File: config.mk
export PLATFORM = sky130hd
export DESIGN_NAME = instr_fetch_unit
export DESIGN_NICKNAME = d
export VERILOG_FILES = /design/src/rtl/instr_fetch_unit.sv
export SDC_FILE = /design/constraint.sdc
export NUM_CORES = 1
export LEC_CHECK = 0
export BUFFER_PORTS_ARGS = -buffer_cell sky130_fd_sc_hd__buf_2
export CAP_MARGIN = 15
export CORE_MARGIN = 2
export CORE_UTILIZATION = 35
export CTS_CLUSTER_DIAMETER = 60
export DETAILED_ROUTE_END_ITERATION = 8
export GPL_ROUTABILITY_DRIVEN = 0
export PLACE_DENSITY_LB_ADDON = 0.08
export REMOVE_ABC_BUFFERS = 1
export SYNTH_ARGS = -nofsm -noshare
export SYNTH_HDL_FRONTEND = slang
export SYNTH_SLANG_ARGS = --single-unit
File: constraint.sdc
create_clock -name clk -period 4.15 [get_ports clk]
set_clock_uncertainty 0.2 [all_clocks]
set_input_delay 0.83 -clock clk [delete_from_list [all_inputs] [get_ports clk]]
set_output_delay 0.83 -clock clk [all_outputs]
set_load 0.005 [all_outputs]
File: src/rtl/instr_fetch_unit.sv
// instr_fetch_unit: owns the PC and fetches one instruction at a time.
// Holds the fetched word under stall and drops stale responses on redirect.
module instr_fetch_unit #(
  parameter logic [31:0] RESET_PC = 32'h0000_0000,
  parameter logic [31:0] PC_STEP  = 32'd4
) (
  input  logic        clk,
  input  logic        rst_n,
  output logic        imem_req,
  output logic [31:0] imem_addr,
  input  logic        imem_ready,
  input  logic        imem_rvalid,
  input  logic [31:0] imem_rdata,
  input  logic        redirect,
  input  logic [31:0] redirect_pc,
  input  logic        stall,
  output logic        instr_valid,
  output logic [31:0] instr,
  output logic [31:0] instr_pc
);

  localparam logic [31:0] NOP = 32'h0000_0013;

  typedef enum logic [1:0] {
    FETCH,
    WAIT,
    OUT,
    DROP
  } state_t;

  state_t      state_q;
  state_t      state_d;
  logic [31:0] pc_q;
  logic [31:0] pc_d;
  logic [31:0] instr_d;
  logic [31:0] instr_pc_d;
  logic        valid_d;
  logic        accept;
  logic [31:0] target;

  assign imem_req  = (state_q == FETCH);
  assign imem_addr = pc_q;
  assign accept    = imem_req & imem_ready;
  assign target    = redirect_pc & ~32'h3;

  always_comb begin
    state_d    = state_q;
    pc_d       = pc_q;
    instr_d    = instr;
    instr_pc_d = instr_pc;
    valid_d    = instr_valid;
    unique case (state_q)
      FETCH: begin
        if (redirect) begin
          pc_d    = target;
          state_d = accept ? DROP : FETCH;
        end else if (accept) begin
          state_d = WAIT;
        end
      end
      WAIT: begin
        if (redirect) begin
          pc_d    = target;
          state_d = imem_rvalid ? FETCH : DROP;
        end else if (imem_rvalid) begin
          instr_d    = imem_rdata;
          instr_pc_d = pc_q;
          valid_d    = 1'b1;
          pc_d       = pc_q + PC_STEP;
          state_d    = OUT;
        end
      end
      OUT: begin
        if (redirect) begin
          valid_d = 1'b0;
          pc_d    = target;
          state_d = FETCH;
        end else if (!stall) begin
          valid_d = 1'b0;
          state_d = FETCH;
        end
      end
      DROP: begin
        // Response belongs to an abandoned fetch; only its arrival matters.
        if (redirect) begin
          pc_d = target;
        end
        if (imem_rvalid) begin
          state_d = FETCH;
        end
      end
    endcase
  end

  always_ff @(posedge clk) begin
    if (!rst_n) begin
      state_q     <= FETCH;
      pc_q        <= RESET_PC;
      instr_valid <= 1'b0;
      instr       <= NOP;
      instr_pc    <= RESET_PC;
    end else begin
      state_q     <= state_d;
      pc_q        <= pc_d;
      instr_valid <= valid_d;
      instr       <= instr_d;
      instr_pc    <= instr_pc_d;
    end
  end

endmodule

==> parameters.txt, run 1 <==
Parameter                              Value

Drt
  Via count ... 4356
  Routed wirelength normalized by instance count ... 15.0 um
  Routed Antenna Nets ... 0
  Initial detailed-routing violation count ... 240
  Vias/cell ... 5.19
  Remaining DRCs ... 0
  Number of search-and-repair iterations in the first detailed-routing pass ... 4
  Detailed-route wire length ... about 13 mm

Synthesis
  Netlist area before placement ... 4250 sq um
  Flop and latch count out of synthesis ... 95
  Proportion of synthesized flip-flops having asynchronous set or reset ... 0%
  Top post-synthesis cells by area ... sky130_fd_sc_hd__dfxtp_1, sky130_fd_sc_hd__nand2_1, sky130_fd_sc_hd__a21oi_1, sky130_fd_sc_hd__o21ai_0, sky130_fd_sc_hd__nand4_1
  Most frequent cells after synthesis ... sky130_fd_sc_hd__nand2_1, sky130_fd_sc_hd__dfxtp_1, sky130_fd_sc_hd__a21oi_1
  Proportion of netlist area held by the largest area contributor ... 44.8%
  Mean instance size in the synthesized netlist ... 7.70 sq um
  Primary flip-flop cell chosen by synthesis mapping ... sky130_fd_sc_hd__dfxtp_1
  Ys Warns ... 0
  Count of flip-flops with a built-in enable after synthesis ... 0
  Distinct cell type count after synthesis ... 50
  Part of the Yosys area used for sequential elements ... 44.8%
  Cell taking the most area after synthesis ... sky130_fd_sc_hd__dfxtp_1
  Most frequent cell after synthesis ... sky130_fd_sc_hd__nand2_1
  Syn Inst Count ... 551

CTS
  CTS tree ... built
  Clock slew at the register clock pins of the worst setup and hold paths ... 0.06 ns
  Hold buffer count at CTS ... 0
  PostCTS Resize Cnt ... 0
  Setup Fix Bufs, Post-CTS ... 0
  CTS H-Tree Depth ... 3
  Bufs on Longest Clock Path ... 2
  # clock sinks ... 95
  Latest clock arrival within the worst-skew pair ... 0.35 ns
  Clk root buf ... sky130_fd_sc_hd__clkbuf_16
  Num CTS Buffers ... 9

Power and ir drop
  Internal power ... around 1.5 mW
  Share of power burned in the clock network ... between 40% and 50%
  Switching Share ... between 20 and 30%
  Reg power frac ... 50.0%
  Leak Pwr ... 2.23 nW
  Worst vdd rail ir drop ... 0.000164 V
  Comb pwr share ... 9.7%
  Power Dens Cells ... 368 nW/um^2
  P_sw ... about 500 uW

Setup path
  Worst-case register-to-register setup slack ... 1.68 ns
  Worst r2r src ... state_q[0]$_SDFFE_PN0P_
  Data arrival at the endpoint of the critical path ... 2.58 ns
  Path type of the worst setup path ... input port to flip-flop
  Critical R2R Capture ... imem_addr[28]$_SDFFE_PN0P_
  Data required time of the critical path ... 4.18 ns
  Kind of start point of the critical path ... input port
  Largest fanout of any net on the critical path ... 39
  Critical Path Sink Type ... flip-flop
  Cell depth of the worst flop-to-flop path ... 4
  Crit. Startpoint ... redirect

Timing
  Setup slack after layout ... around 1.6 ns
  Final sum of negative setup slack ... 0 ns
  Relative slew margins ... 40.8%
  Tcrit/Tclk final ... 61.5%
  Number of hold violations in the final report ... 0
  Count of endpoints failing setup in the final report ... 0
  Max Clk Rate ... roughly 390 MHz
  Minimum clock period ... 2.55 ns
  Setup repair after global routing missed its margin ... false
  Pins over their slew limit ... 0
  Slew at the pin closest to its max-slew limit ... approximately 0.89 ns

Finish
  Final net count ... 759
  Final instance count without filler cells ... 840
  Antenna Diode Count ... 0
  Area grow syn2layout ... 27.4%
  Fraction of final layout cells sized beyond drive strength 1 ... 27.1%

Floorplanning
  Die Ht ... 114 um
  Floorplan die width ... between 100 and 150 um
  Area of the placeable core ... around 12000 sq um
  Die area ... 13000 sq um
  Starting utilization of the core area ... 35.6%
  Number of core rows ... 40
  Num ports ... 168

Global route
  Aggregate global routing overflow ... 0
  GR Util met3 ... under 10%
  Overall Global Routing Usage ... between 10% and 20%
  Wire length of the first global-routing pass ... 19.9 mm
  Number of global-route vias before repair ... 3890
  M2 GR Usage ... 31.1%
  Highest-utilization routing layer at the global route stage ... met2
  Number of antenna violations at the first check in global routing ... 0
  Pin count of the biggest net entering global routing ... 47
  Met1 track demand over resource in global routing ... between 20% and 30%

Run
  Max-Cap Viols ... 0

Worst hold path
  Worst hold stages ... 2
  Start point of the worst hold path ... instr[24]$_SDFFE_PN0P_
  Worst Hold End ... instr[24]$_SDFFE_PN0P_
  Type of the most critical hold path ... flip-flop to flip-flop

Place
  Placed Cells incl. Taps ... 824
  Sum of net half-perimeters after detailed placement ... roughly 9 mm
  Setup slack at placement ... 1.23 ns
  Input/output buffers ... between 150 and 200

Status
  Outcome ... completed
-- routing by layer --
layer,vias up,wire length [um],share of wire (%)
met5,-,0,0
li1,2216,-,-
met3,17,770,6.1
met4,0,188,1.5
met2,138,5890,47
met1,1985,5790,46
-- how the worst max path moves through the flow --
stage / endpoint / slack [ns]
final: imem_addr[14]$_SDFFE_PN0P_ / 1.60
after global routing: imem_addr[28]$_SDFFE_PN0P_ / 1.41
after CTS: imem_addr[28]$_SDFFE_PN0P_ / 1.59
after detailed placement: imem_addr[28]$_SDFFE_PN0P_ / 1.23
after global placement: imem_addr[14]$_SDFFE_PN0P_ / 1.24
after floorplan: imem_addr[25]$_SDFFE_PN0P_ / 0.37
-- worst max-delay path, stage by stage --
cell,delay (ns)
sky130_fd_sc_hd__buf_2,0.25
sky130_fd_sc_hd__nand4bb_4,0.74
sky130_fd_sc_hd__buf_4,0.48
sky130_fd_sc_hd__o21ai_0,0.18
sky130_fd_sc_hd__o21ai_0,0.10
-- placed cells by master, fill, tap and decap left out, types with 6 or more instances in the layout --
cell type,count
sky130_fd_sc_hd__nor4_1,9
sky130_fd_sc_hd__a31oi_1,7
sky130_fd_sc_hd__nand3_1,14
sky130_fd_sc_hd__o31ai_1,7
sky130_fd_sc_hd__nand2_1,143
sky130_fd_sc_hd__nand4_1,17
sky130_fd_sc_hd__buf_4,7
sky130_fd_sc_hd__or4_1,10
sky130_fd_sc_hd__nor2_1,16
sky130_fd_sc_hd__a211oi_1,8
sky130_fd_sc_hd__buf_2,161
sky130_fd_sc_hd__inv_1,7
sky130_fd_sc_hd__clkbuf_16,9
sky130_fd_sc_hd__and3_1,6
sky130_fd_sc_hd__dfxtp_1,95
sky130_fd_sc_hd__nor3_1,8
sky130_fd_sc_hd__o21ai_0,27
sky130_fd_sc_hd__a21oi_1,75
-- layout make-up --
cell class	instances	area, sq um
Fill cell	1266	6500
Clock inverter	2	13.8
Clock buffer	14	274
Timing Repair Buffer	168	858
Tap cell	147	184
Multi-Input combinational cell	406	2150
Inverter	8	30.0
Sequential cell	95	1900
-- state kept, by name, indices dropped and copies added (netlist names) --
name and flops:
instr_pc 30, state_q 2, instr_valid 1, instr 32, imem_addr 30
-- cell families (layout without fill, tap and decap cells) --
logic type | Yosys count | after routing | share of synthesized area (%)
mux | 2 | 2 | 0.472
fa+ha+maj | 1 | 1 | 0.295
buf+inv | 53 | 192 | 5.48
xor+xnor | 5 | 5 | 1.03
compound gates | 146 | 146 | 20.2
flops | 95 | 95 | 44.8
simple gates | 248 | 248 | 27.6
other cells | 1 | 4 | 0.0883
-- stage by stage --
| stage | instance area, sq um | util (%) | hold WS [ns] | total power, mW |
|---|---|---|---|---|
| 2_1_floorplan | 4050 | - | 0.253 | 1.10 |
| 3_3_place_gp | 5120 | 43.0 | 0.238 | 1.21 |
| 3_5_place_dp | 5120 | 43.0 | 0.244 | 1.21 |
| 4_1_cts | 5410 | 45.4 | 0.253 | 2.02 |
| 5_1_grt | 5410 | 45.4 | 0.269 | 2.09 |
| 6_report | 5410 | 45.4 | 0.250 | 1.99 |
-- power groups by stage --
| stage | sequential [mW] | combinational (mW) | clock [mW] |
|---|---|---|---|
| global placement | 1.02 | 0.191 | 0 |
| CTS | 0.997 | 0.196 | 0.825 |
| detailed placement | 1.02 | 0.196 | 0 |
| finish | 0.997 | 0.193 | 0.802 |
| floorplan | 1.01 | 0.0902 | 0 |
| global route | 1.00 | 0.217 | 0.865 |
(Power assumes the default switching activity.)
==> run 2: changes to the inputs <==
==> constraint.sdc (replaced) <==
create_clock -name clk -period 2.2 [get_ports clk]
set_clock_uncertainty 0.2 [all_clocks]
set_input_delay 0.44 -clock clk [delete_from_list [all_inputs] [get_ports clk]]
set_output_delay 0.44 -clock clk [all_outputs]
set_load 0.005 [all_outputs]
==> parameters.txt, run 2 (synthesis gave the netlist of run 1 again) <==
Parameter                              Value

Status
  Outcome ... completed

Setup path
  Data arrival at the endpoint of the critical path ... 2.16 ns (-0.42 ns)
  Critical R2R Capture ... imem_addr[19]$_SDFFE_PN0P_
  Kind of start point of the critical path ... flip-flop
  Worst-case register-to-register setup slack ... 0.12 ns (-1.56 ns)
  Largest stage delay on the critical path ... 0.46 ns (-0.28 ns)
  Critical Path Sink Type ... flip-flop
  Critical-path cell with the highest stage delay ... sky130_fd_sc_hd__or4_1
  Cell depth of the worst flop-to-flop path ... 5 (+1)
  Ordered cell list for the critical path ... and3b_1 -> nand3_2 -> buf_4 -> or4_1 -> a31oi_1
  Path type of the worst setup path ... flip-flop to flip-flop
  Largest fanout of any net on the critical path ... 7 (-82%)
  Worst r2r src ... state_q[0]$_SDFFE_PN0P_
  Data required time of the critical path ... 2.28 ns (-1.90 ns)

Worst hold path
  Type of the most critical hold path ... input port to flip-flop
  Start point of the worst hold path ... imem_rdata[0]
  Worst Hold End ... instr[0]$_SDFFE_PN1P_
  Worst hold stages ... 3 (+1)

Finish
  Final net count ... 793 (+4.5%)
  Fraction of final layout cells sized beyond drive strength 1 ... 30.8% (+3.7 points)
  Number of flip-flops in the largest register ... 32 (unchanged)
  Commonest non-fill, non-tap cell in the layout ... sky130_fd_sc_hd__buf_2
  Final instance count without filler cells ... 874 (+4.0%)
  Antenna Diode Count ... 0 (unchanged)
  Top reg by flops ... instr
  Area grow syn2layout ... 34.5%
  Filler cell count in the final layout ... 1244 (-1.7%)
  Commonest non-fill, non-tap cells in the layout ... sky130_fd_sc_hd__buf_2, sky130_fd_sc_hd__nand2_1, sky130_fd_sc_hd__dfxtp_1

CTS
  Clk root buf ... sky130_fd_sc_hd__clkbuf_16
  Clock slew at the register clock pins of the worst setup and hold paths ... 0.07 ns (about the same)
  # clock sinks ... 95 (unchanged)
  CTS H-Tree Depth ... 3 (unchanged)
  CTS tree ... built
  Num CTS Buffers ... 9 (unchanged)
  Bufs on Longest Clock Path ... 2 (unchanged)
  Latest clock arrival within the worst-skew pair ... 0.35 ns (about the same)
  Hold buffer count at CTS ... 0 (unchanged)

Run
  Max-Cap Viols ... 0 (unchanged)

Timing
  Max Clk Rate ... ~480 MHz
  Relative slew margins ... 65.4% (+25 points)
  Setup repair after global routing missed its margin ... false
  Number of hold violations in the final report ... 0 (unchanged)
  Tcrit/Tclk final ... 94.3%
  Pins over their slew limit ... 0 (unchanged)
  Count of endpoints failing setup in the final report ... 0 (unchanged)
  Slew at the pin closest to its max-slew limit ... 0.518 ns (-0.367 ns)
  Minimum clock period ... just over 2 ns

Drt
  Vias/cell ... 5.25 (+1.3%)
  Remaining DRCs ... 0 (unchanged)
  Number of search-and-repair iterations in the first detailed-routing pass ... 4 (unchanged)
  Routed wirelength normalized by instance count ... 15.5 um (+2.9%)
  Via count ... 4591 (+5.4%)
  Routed Antenna Nets ... 0 (unchanged)
  Detailed-route wire length ... 13.5 mm (+7.1%)
  Initial detailed-routing violation count ... 231 (-3.8%)

Place
  Sum of net half-perimeters after detailed placement ... 9.72 mm (+9.4%)
  Input/output buffers ... 161 (unchanged)
  Placed Cells incl. Taps ... 858 (+4.1%)

Floorplanning
  Die Ht ... 114 um (unchanged)
  Number of core rows ... 40 (unchanged)
  Num ports ... 168 (unchanged)
  Area of the placeable core ... 11900 sq um (unchanged)
  Floorplan die width ... 114 um (unchanged)
  Die area ... 13000 sq um (unchanged)
  Starting utilization of the core area ... 35.6% (unchanged)

Power and ir drop
  Power Dens Cells ... 691 nW/um^2 (+87%)
  Worst vdd rail ir drop ... 0.000279 V (+70%)
  Total design power ... 3.94 mW (+98%)
  Leak Pwr ... 2.42 nW (+8.3%)

Global route
  Pin count of the biggest net entering global routing ... 44 (-6.4%)
  Number of global-route vias before repair ... 4177 (+7.4%)
  Overall Global Routing Usage ... 20.7% (+1.5 points)
  Aggregate global routing overflow ... 0 (unchanged)
  Number of antenna violations at the first check in global routing ... 0 (unchanged)
  Wire length of the first global-routing pass ... 21.1 mm (+6.1%)
==> run 2: per-stage QoR <==
| step | hold WS [ns] | utilization [%] | area, sq um | TNS (ns) | worst slack [ns] |
|---|---|---|---|---|---|
| floorplan | 0.253 | - | 4050 | -69.10 | -1.20 |
| global placement | 0.238 | 45.2 | 5390 | 0 | 0.0616 |
| detailed placement | 0.243 | 45.2 | 5390 | 0 | 0.0412 |
| CTS | 0.0893 | 47.8 | 5700 | 0 | 0.0685 |
| global route | 0.122 | 47.9 | 5710 | 0 | 0.000646 |
| finish | 0.0992 | 47.9 | 5710 | 0 | 0.125 |
==> run 2: layout make-up <==
class                      count  area [sq um]  area share, %
sequential                    95          1900           33.3
clock buffer                  13           270           4.73
timing repair buffer         202          1130           19.7
inverter                       8          30.0          0.526
multi-input combinational    406          2160           37.8
clock inverter                 3          40.0          0.701
tap                          147           184           3.22
==> run 2: what timing repair did <==
action | CTS | global route
setup endpoints to repair | 0 | 2
buffers inserted | 0 | 0
resized for setup | 0 | 2
==> run 2: routing by layer <==
layer  GRT usage [%]  up-vias  routed length, um  share of wire, %
met5               0        -                  0                 0
met4            7.56        0                230               1.7
met3            4.34       17                887               6.6
met2            33.5      172               6300                47
met1            27.3     2113               6110                45
li1                -     2289                  -                 -
==> run 2: worst max-delay path: cells and delay by family, from the launching register on <==
kind / cells / cell delay (ns)
AOI/OAI and AO/OA: 1 / 0.16
and+or+nand+nor: 3 / 1.01
buffers and inverters: 1 / 0.19
DFF: 1 / 0.44
==> run 2: power breakdown <==
| group | total [mW] | switching (mW) | internal [mW] |
|---|---|---|---|
| sequential | 1.85 | 0.0665 | 1.78 |
| combinational | 0.457 | 0.248 | 0.209 |
| clock | 1.64 | 0.666 | 0.971 |
| total | 3.94 | 0.980 | 2.96 |
==> run 2: worst max path at each step <==
stage | startpoint | endpoint | slack (ns) | cells past startpoint
2_1_floorplan | state_q[0]$_SDFFE_PN0P_ | imem_addr[25]$_SDFFE_PN0P_ | -1.20 | 4
3_3_place_gp | imem_rvalid | imem_addr[19]$_SDFFE_PN0P_ | 0.06 | 6
3_5_place_dp | imem_rvalid | imem_addr[19]$_SDFFE_PN0P_ | 0.04 | 6
4_1_cts | imem_addr[3]$_SDFFE_PN0P_ | imem_addr[22]$_SDFFE_PN0P_ | 0.07 | 6
5_1_grt | state_q[0]$_SDFFE_PN0P_ | imem_addr[24]$_SDFFE_PN0P_ | 0.0006 | 5
6_report | state_q[0]$_SDFFE_PN0P_ | imem_addr[19]$_SDFFE_PN0P_ | 0.12 | 5
